--- src/rtl/printf_pkg.sv ---
// Shared frame layout and FSM encoding for the printf trace stage.
package printf_pkg;

  localparam logic [7:0]  DFLT_HDR_BYTE = 8'hA5;
  localparam int unsigned FRAME_BYTES   = 22;
  localparam int unsigned DATA_BYTES    = 20;
  localparam int unsigned WORD_W        = 32;
  localparam int unsigned ENTRY_W       = 8 + 5 * WORD_W;

  typedef enum logic [2:0] {
    StIdle,
    StLoad,
    StHdr,
    StSeq,
    StData
  } state_e;

  // Data byte idx (0..19) of a snapshot; words go out MSB byte first.
  function automatic logic [7:0] data_byte(input logic [ENTRY_W-1:0] entry,
                                           input logic [4:0] idx);
    logic [4:0] rev;
    rev = 5'(DATA_BYTES - 1) - idx;
    return entry[{rev, 3'b000} +: 8];
  endfunction

endpackage

--- src/rtl/printf_trace_fifo.sv ---
// Single-clock snapshot FIFO with occupancy count; push is honoured when full if a pop coincides.
module printf_trace_fifo #(
  parameter int unsigned WIDTH = 8,
  parameter int unsigned DEPTH = 8,
  localparam int unsigned PTR_W = $clog2(DEPTH)
) (
  input  logic             clock_in,
  input  logic             reset_in,
  input  logic             push,
  input  logic             pop,
  input  logic [WIDTH-1:0] wdata,
  output logic [WIDTH-1:0] rdata,
  output logic             full,
  output logic             empty,
  output logic [PTR_W:0]   count
);

  logic [WIDTH-1:0] mem [DEPTH];
  logic [PTR_W-1:0] wr_ptr_q, rd_ptr_q;
  logic [PTR_W:0]   count_q;
  logic             do_push, do_pop;

  assign full    = (count_q == (PTR_W + 1)'(DEPTH));
  assign empty   = (count_q == '0);
  assign do_pop  = pop && !empty;
  assign do_push = push && (!full || do_pop);
  assign rdata   = mem[rd_ptr_q];
  assign count   = count_q;

  always_ff @(posedge clock_in or negedge reset_in) begin
    if (!reset_in) begin
      wr_ptr_q <= '0;
      rd_ptr_q <= '0;
      count_q  <= '0;
    end else begin
      if (do_push) wr_ptr_q <= wr_ptr_q + 1'b1;
      if (do_pop)  rd_ptr_q <= rd_ptr_q + 1'b1;
      if (do_push && !do_pop)      count_q <= count_q + 1'b1;
      else if (do_pop && !do_push) count_q <= count_q - 1'b1;
    end
  end

  always_ff @(posedge clock_in) begin
    if (do_push) mem[wr_ptr_q] <= wdata;
  end

endmodule

--- src/rtl/printf_trace.sv ---
// Snapshots the printf observation buses into a FIFO and streams each as a 22-byte frame.
module printf_trace
  import printf_pkg::*;
#(
  parameter int unsigned DEPTH    = 8,
  parameter logic [7:0]  HDR_BYTE = DFLT_HDR_BYTE,
  localparam int unsigned PTR_W   = $clog2(DEPTH)
) (
  input  logic           clock_in,
  input  logic           reset_in,
  input  logic [31:0]    outprintf1,
  input  logic [31:0]    outprintf2,
  input  logic [31:0]    outprintf3,
  input  logic [31:0]    printfext,
  input  logic [31:0]    printfula,
  input  logic           capture_in,
  output logic [7:0]     byte_out,
  output logic           byte_valid,
  input  logic           byte_ready,
  output logic [PTR_W:0] fifo_count,
  output logic           overflow,
  output logic [7:0]     drop_count,
  input  logic           clear_ovf
);

  state_e               state_q, state_d;
  logic [ENTRY_W-1:0]   frame_q, frame_d, head, entry;
  logic [4:0]           idx_q, idx_d;
  logic [7:0]           byte_q, byte_d;
  logic                 valid_q, valid_d;
  logic [7:0]           seq_q, seq_d;
  logic                 ovf_q, ovf_d;
  logic [7:0]           drops_q, drops_d;
  logic                 fifo_full, fifo_empty, pop, accept, drop, hs;

  assign entry  = {seq_q, outprintf1, outprintf2, outprintf3, printfext, printfula};
  assign pop    = (state_q == StIdle) && !fifo_empty;
  assign accept = capture_in && (!fifo_full || pop);
  assign drop   = capture_in && !accept;
  assign hs     = valid_q && byte_ready;

  printf_trace_fifo #(
    .WIDTH(ENTRY_W),
    .DEPTH(DEPTH)
  ) u_fifo (
    .clock_in(clock_in),
    .reset_in(reset_in),
    .push    (accept),
    .pop     (pop),
    .wdata   (entry),
    .rdata   (head),
    .full    (fifo_full),
    .empty   (fifo_empty),
    .count   (fifo_count)
  );

  always_comb begin
    state_d = state_q;
    frame_d = frame_q;
    idx_d   = idx_q;
    byte_d  = byte_q;
    valid_d = valid_q;
    unique case (state_q)
      StIdle: begin
        if (pop) begin
          frame_d = head;
          state_d = StLoad;
        end
      end
      StLoad: begin
        byte_d  = HDR_BYTE;
        valid_d = 1'b1;
        state_d = StHdr;
      end
      StHdr: begin
        if (hs) begin
          byte_d  = frame_q[ENTRY_W-1 -: 8];
          state_d = StSeq;
        end
      end
      StSeq: begin
        if (hs) begin
          idx_d   = 5'd0;
          byte_d  = data_byte(frame_q, 5'd0);
          state_d = StData;
        end
      end
      StData: begin
        if (hs) begin
          if (idx_q == 5'(DATA_BYTES - 1)) begin
            byte_d  = 8'h00;
            valid_d = 1'b0;
            state_d = StIdle;
          end else begin
            idx_d  = idx_q + 5'd1;
            byte_d = data_byte(frame_q, idx_q + 5'd1);
          end
        end
      end
      default: state_d = StIdle;
    endcase
  end

  // A drop on the same edge as clear_ovf wins and restarts the count at one.
  always_comb begin
    seq_d   = accept ? seq_q + 8'd1 : seq_q;
    ovf_d   = ovf_q;
    drops_d = drops_q;
    if (drop) begin
      ovf_d   = 1'b1;
      drops_d = clear_ovf ? 8'd1 : ((drops_q == 8'hFF) ? drops_q : drops_q + 8'd1);
    end else if (clear_ovf) begin
      ovf_d   = 1'b0;
      drops_d = 8'd0;
    end
  end

  always_ff @(posedge clock_in or negedge reset_in) begin
    if (!reset_in) begin
      state_q <= StIdle;
      frame_q <= '0;
      idx_q   <= '0;
      byte_q  <= '0;
      valid_q <= 1'b0;
      seq_q   <= '0;
      ovf_q   <= 1'b0;
      drops_q <= '0;
    end else begin
      state_q <= state_d;
      frame_q <= frame_d;
      idx_q   <= idx_d;
      byte_q  <= byte_d;
      valid_q <= valid_d;
      seq_q   <= seq_d;
      ovf_q   <= ovf_d;
      drops_q <= drops_d;
    end
  end

  assign byte_out   = byte_q;
  assign byte_valid = valid_q;
  assign overflow   = ovf_q;
  assign drop_count = drops_q;

endmodule

--- config.mk ---
export PLATFORM = sky130hd
export DESIGN_NAME = printf_trace
export DESIGN_NICKNAME = d
export VERILOG_FILES = /design/src/rtl/printf_pkg.sv /design/src/rtl/printf_trace_fifo.sv /design/src/rtl/printf_trace.sv
export SDC_FILE = /design/constraint.sdc
export NUM_CORES = 2
export LEC_CHECK = 0
export CAP_MARGIN = 0
export CORE_MARGIN = 10
export CORE_UTILIZATION = 60
export CTS_CLUSTER_DIAMETER = 30
export DETAILED_ROUTE_END_ITERATION = 12
export DONT_BUFFER_PORTS = 1
export GPL_ROUTABILITY_DRIVEN = 0
export PLACE_DENSITY = 0.79
export RECOVER_POWER = 25
export REMOVE_ABC_BUFFERS = 1
export SLEW_MARGIN = 20
export SYNTH_ARGS = -nofsm -noshare
export SYNTH_HDL_FRONTEND = slang
export SYNTH_SLANG_ARGS = --single-unit
--- constraint.sdc ---
create_clock -name clock_in -period 26.8 [get_ports clock_in]
set_input_delay 4.02 -clock clock_in [delete_from_list [all_inputs] [get_ports clock_in]]
set_output_delay 4.02 -clock clock_in [all_outputs]
set_load 0.02 [all_outputs]
==> metrics.md <==
| Metric | Value |
|---|---|
| Run status | complete, but fails checks |
| Failing checks | capacitance limit, slew limit |
| Critical path peak fanout | 147 |
| Later-pin clock latency in the skew report | 0.84 ns |
| Post-synth EDFFs | 1344 |
| IO buf count | 0 |
| Finished Layout Cells | 4462 |
| Final Skew | 0.0510 ns |
| Post-route cell area | about 70000 um^2 |
| Slew @ Worst Pin | 5.12 ns |
| FP Rows | 115 |
| Clk slew on worst S/H paths | roughly 0.060 ns |
| Seq/Total Area, Yosys | 0.766 |
| Via density | 6.67 |
| Maximum VDD drop | 0.0793 mV |
| Ports | 187 |
| Initial drt markers | 3644 |
| Terminus of the critical flop-to-flop path | frame_q[118] |
| Final wirelength | around 150000 um |
| Slew HR | -2.43 |
| Placed Cells | 4006 |
| Synthesized area per cell | 21.1 um^2 |
| Max Cap Violations | 3 |
| Residual DRC | 0 |
| CTS sink cnt | 1556 |
| Worst setup EP type | flip-flop |
| Htree depth | 4 |
| CTS tree | yes |
| Vias in the first global route | 32300 |
| Total GRT Usage | 0.262 |
| CTS Buffer Depth | 3 |
| Setup WS post-layout | 17.49 ns |
| Reg2reg start | state_q[0] |
| Setup CP Type | reg -> reg |
| Minimum clock period | roughly 9.3 ns |
| Most common cell after layout, fill and taps aside | edfxtp_1 |
| Via count | 29800 |
| Final setup TNS | 0 ns |
| CP arrival | 9.81 ns |
| Max-slew violations | 344 |
| Sw Ratio | 0.294 |
| Mapped Cells | approximately 2800 |
| Drt first pass iters | 5 |
| Hold_buf cts | 0 |
| Switch Pwr | about 2.5 mW |
| CTS resizes | 0 |
| Area after DPL | approximately 61000 um^2 |
| WP buf/inv | 2 |
| Levels on crit path | 6 |
| First-pass GRT wire length | ~220000 um |
| Total CTS buffers | between 200 and 250 |
| Worst min path class | reg -> reg |
| Int Pwr | 5.97 mW |
| Post-route ant nets | 0 |
| Max stage delay on crit path | 3.86 ns |
| Yosys cell types | 58 |
| Most frequent cells in the layout | 1344 x edfxtp_1, 375 x mux4_2, 237 x clkbuf_16 |
| Reg power frac | 0.404 |
| WHS | approximately 0.48 ns |
| Clock power frac | 0.379 |
| Largest net degree at the start of global routing | roughly 210 |
| Die ar. | 112000 um^2 |
| Antenna violations before repair | 2 |
| Period utilization | 0.347 |
| Postcts setup bufs | 0 |
| Unrepaired setup endpoints after global routing | false |
| Critical path, cell by cell | or3_1 > nor2_1 > clkinvlp_2 > clkbuf_1 > nand2_1 > o21ai_0 |
| Slowest cell on crit path | clkinvlp_2 |
| PD cells | 121 nW/um^2 |
| Initial Util | 0.605 |
| Leakage power | around 24 nW |
| Ys flop type | edfxtp_1 |
| #FFs+latches synth | 1556 |
| Cell Area, Synth | 59600 um^2 |
| Overall Power | 8.45 mW |
| Ys async rst share | 0.136 |
| Hold path depth | 2 |
| Required time of the critical path | 27.30 ns |
| Reg2reg setup slack | roughly 17 ns |
| Dpl ws | 19.29 ns |
| HPWL after DPL | between 60000 and 70000 um |
| Die width | ~340 um |
| Largest delay contributor family on the critical path | buffers and inverters |
| Hold path startpoint | frame_q[138] |
| Clk root buf | clkbuf_16 |
| Post-Route Utilization | 0.706 |
| Fmax | 107 MHz |
| Synth warn | 0 |
| Combinational power share | 0.217 |
| Routed WL per cell | 32.8 um |
| Core ar. | 98600 um^2 |
| Hold Crit Endpoint | frame_q[138] |
| Worst reg2reg path depth | 6 |
| Nets | 3134 |
| Share of post-route cells with drive strength above 1 | 0.275 |
| CP Launch Type | flip-flop |
| P&R area growth vs syn | 16.6% |
| Final Hold Viols | 0 |
| Die Y | 335 um |
| Final setup vio count | 0 |
| Grt ovf | 0 |
[sequential cells by signal, indices dropped and copies added (netlist names)]
name / flops
byte_valid: 1
overflow: 1
frame_q: 168
byte_out: 8
u_fifo.rd_ptr_q: 3
seq_q: 8
state_q: 3
u_fifo.wr_ptr_q: 3
u_fifo.mem: 1344
u_fifo.count: 4
drop_count: 8
idx_q: 5
[per-layer routing]
layer  track usage  vias to the layer above  routed length (um)
li1              -                    11900                   -
met5             0                        -                  12
met3        0.0815                      349               14900
met4         0.104                        2                5270
met1         0.319                    15700               51200
met2         0.437                     1815               74800
[cells by family (layout without fill, tap and decap cells)]
logic type | Yosys count | in the layout | synth area share
other | 0 | 2 | 0
and+or+nand+nor | 288 | 288 | 0.0204
adders and majority gates | 10 | 10 | 0.00222
AOI/OAI and AO/OA | 225 | 225 | 0.0211
DFF | 1556 | 1556 | 0.766
xor gates and xnor gates | 23 | 23 | 0.00350
buffers and inverters | 168 | 509 | 0.0128
muxes | 562 | 562 | 0.174
[how the worst max path moves through the flow]
stage	startpoint	endpoint	slack [ns]
6_report	state_q[0]	frame_q[118]	17.49
4_1_cts	capture_in	u_fifo.mem[2][46]	20.14
5_1_grt	state_q[0]	frame_q[85]	16.67
2_1_floorplan	capture_in	u_fifo.mem[0][0]	3.99
3_3_place_gp	capture_in	u_fifo.mem[2][10]	19.02
3_5_place_dp	capture_in	u_fifo.mem[2][153]	19.29
[power groups by stage]
stage	logic [mW]	clock network (mW)	registers (mW)
floorplan	1.69	0	3.65
global placement	1.69	0	3.40
detailed placement	1.73	0	3.44
CTS	1.81	3.22	3.43
global route	1.96	3.33	3.44
finish	1.83	3.20	3.42
[synthesized netlist by cell type (9+ instances only)]
cell | instances | share of area
ha_1 | 9 | 0.0019
xnor2_1 | 18 | 0.0026
nand2_1 | 196 | 0.012
mux2i_1 | 177 | 0.030
mux4_2 | 375 | 0.14
buf_2 | 59 | 0.0050
dfrtp_1 | 212 | 0.089
nor3_1 | 11 | 0.00092
nand3_1 | 22 | 0.0018
o21ai_1 | 71 | 0.0060
clkbuf_1 | 86 | 0.0054
nor2_1 | 31 | 0.0020
inv_1 | 9 | 0.00057
o21ai_0 | 109 | 0.0091
edfxtp_1 | 1344 | 0.68
[tightest hold or removal path: stages (launching register included)]
cell and delay (ns):
dfrtp_1 0.34, nand2_1 0.04, o21ai_0 0.06
[cell type report]
cell class	instances	area [um^2]
diodes	2	5.00
clock buffers	274	6290
clock inverters	177	2160
fillers	5317	29000
inverters	11	42.5
multi-input cells	1108	13300
flip-flops and latches	1556	45700
well taps	1287	1610
repair buffers	47	463
No activity file was read; power rests on OpenSTA's default activity.
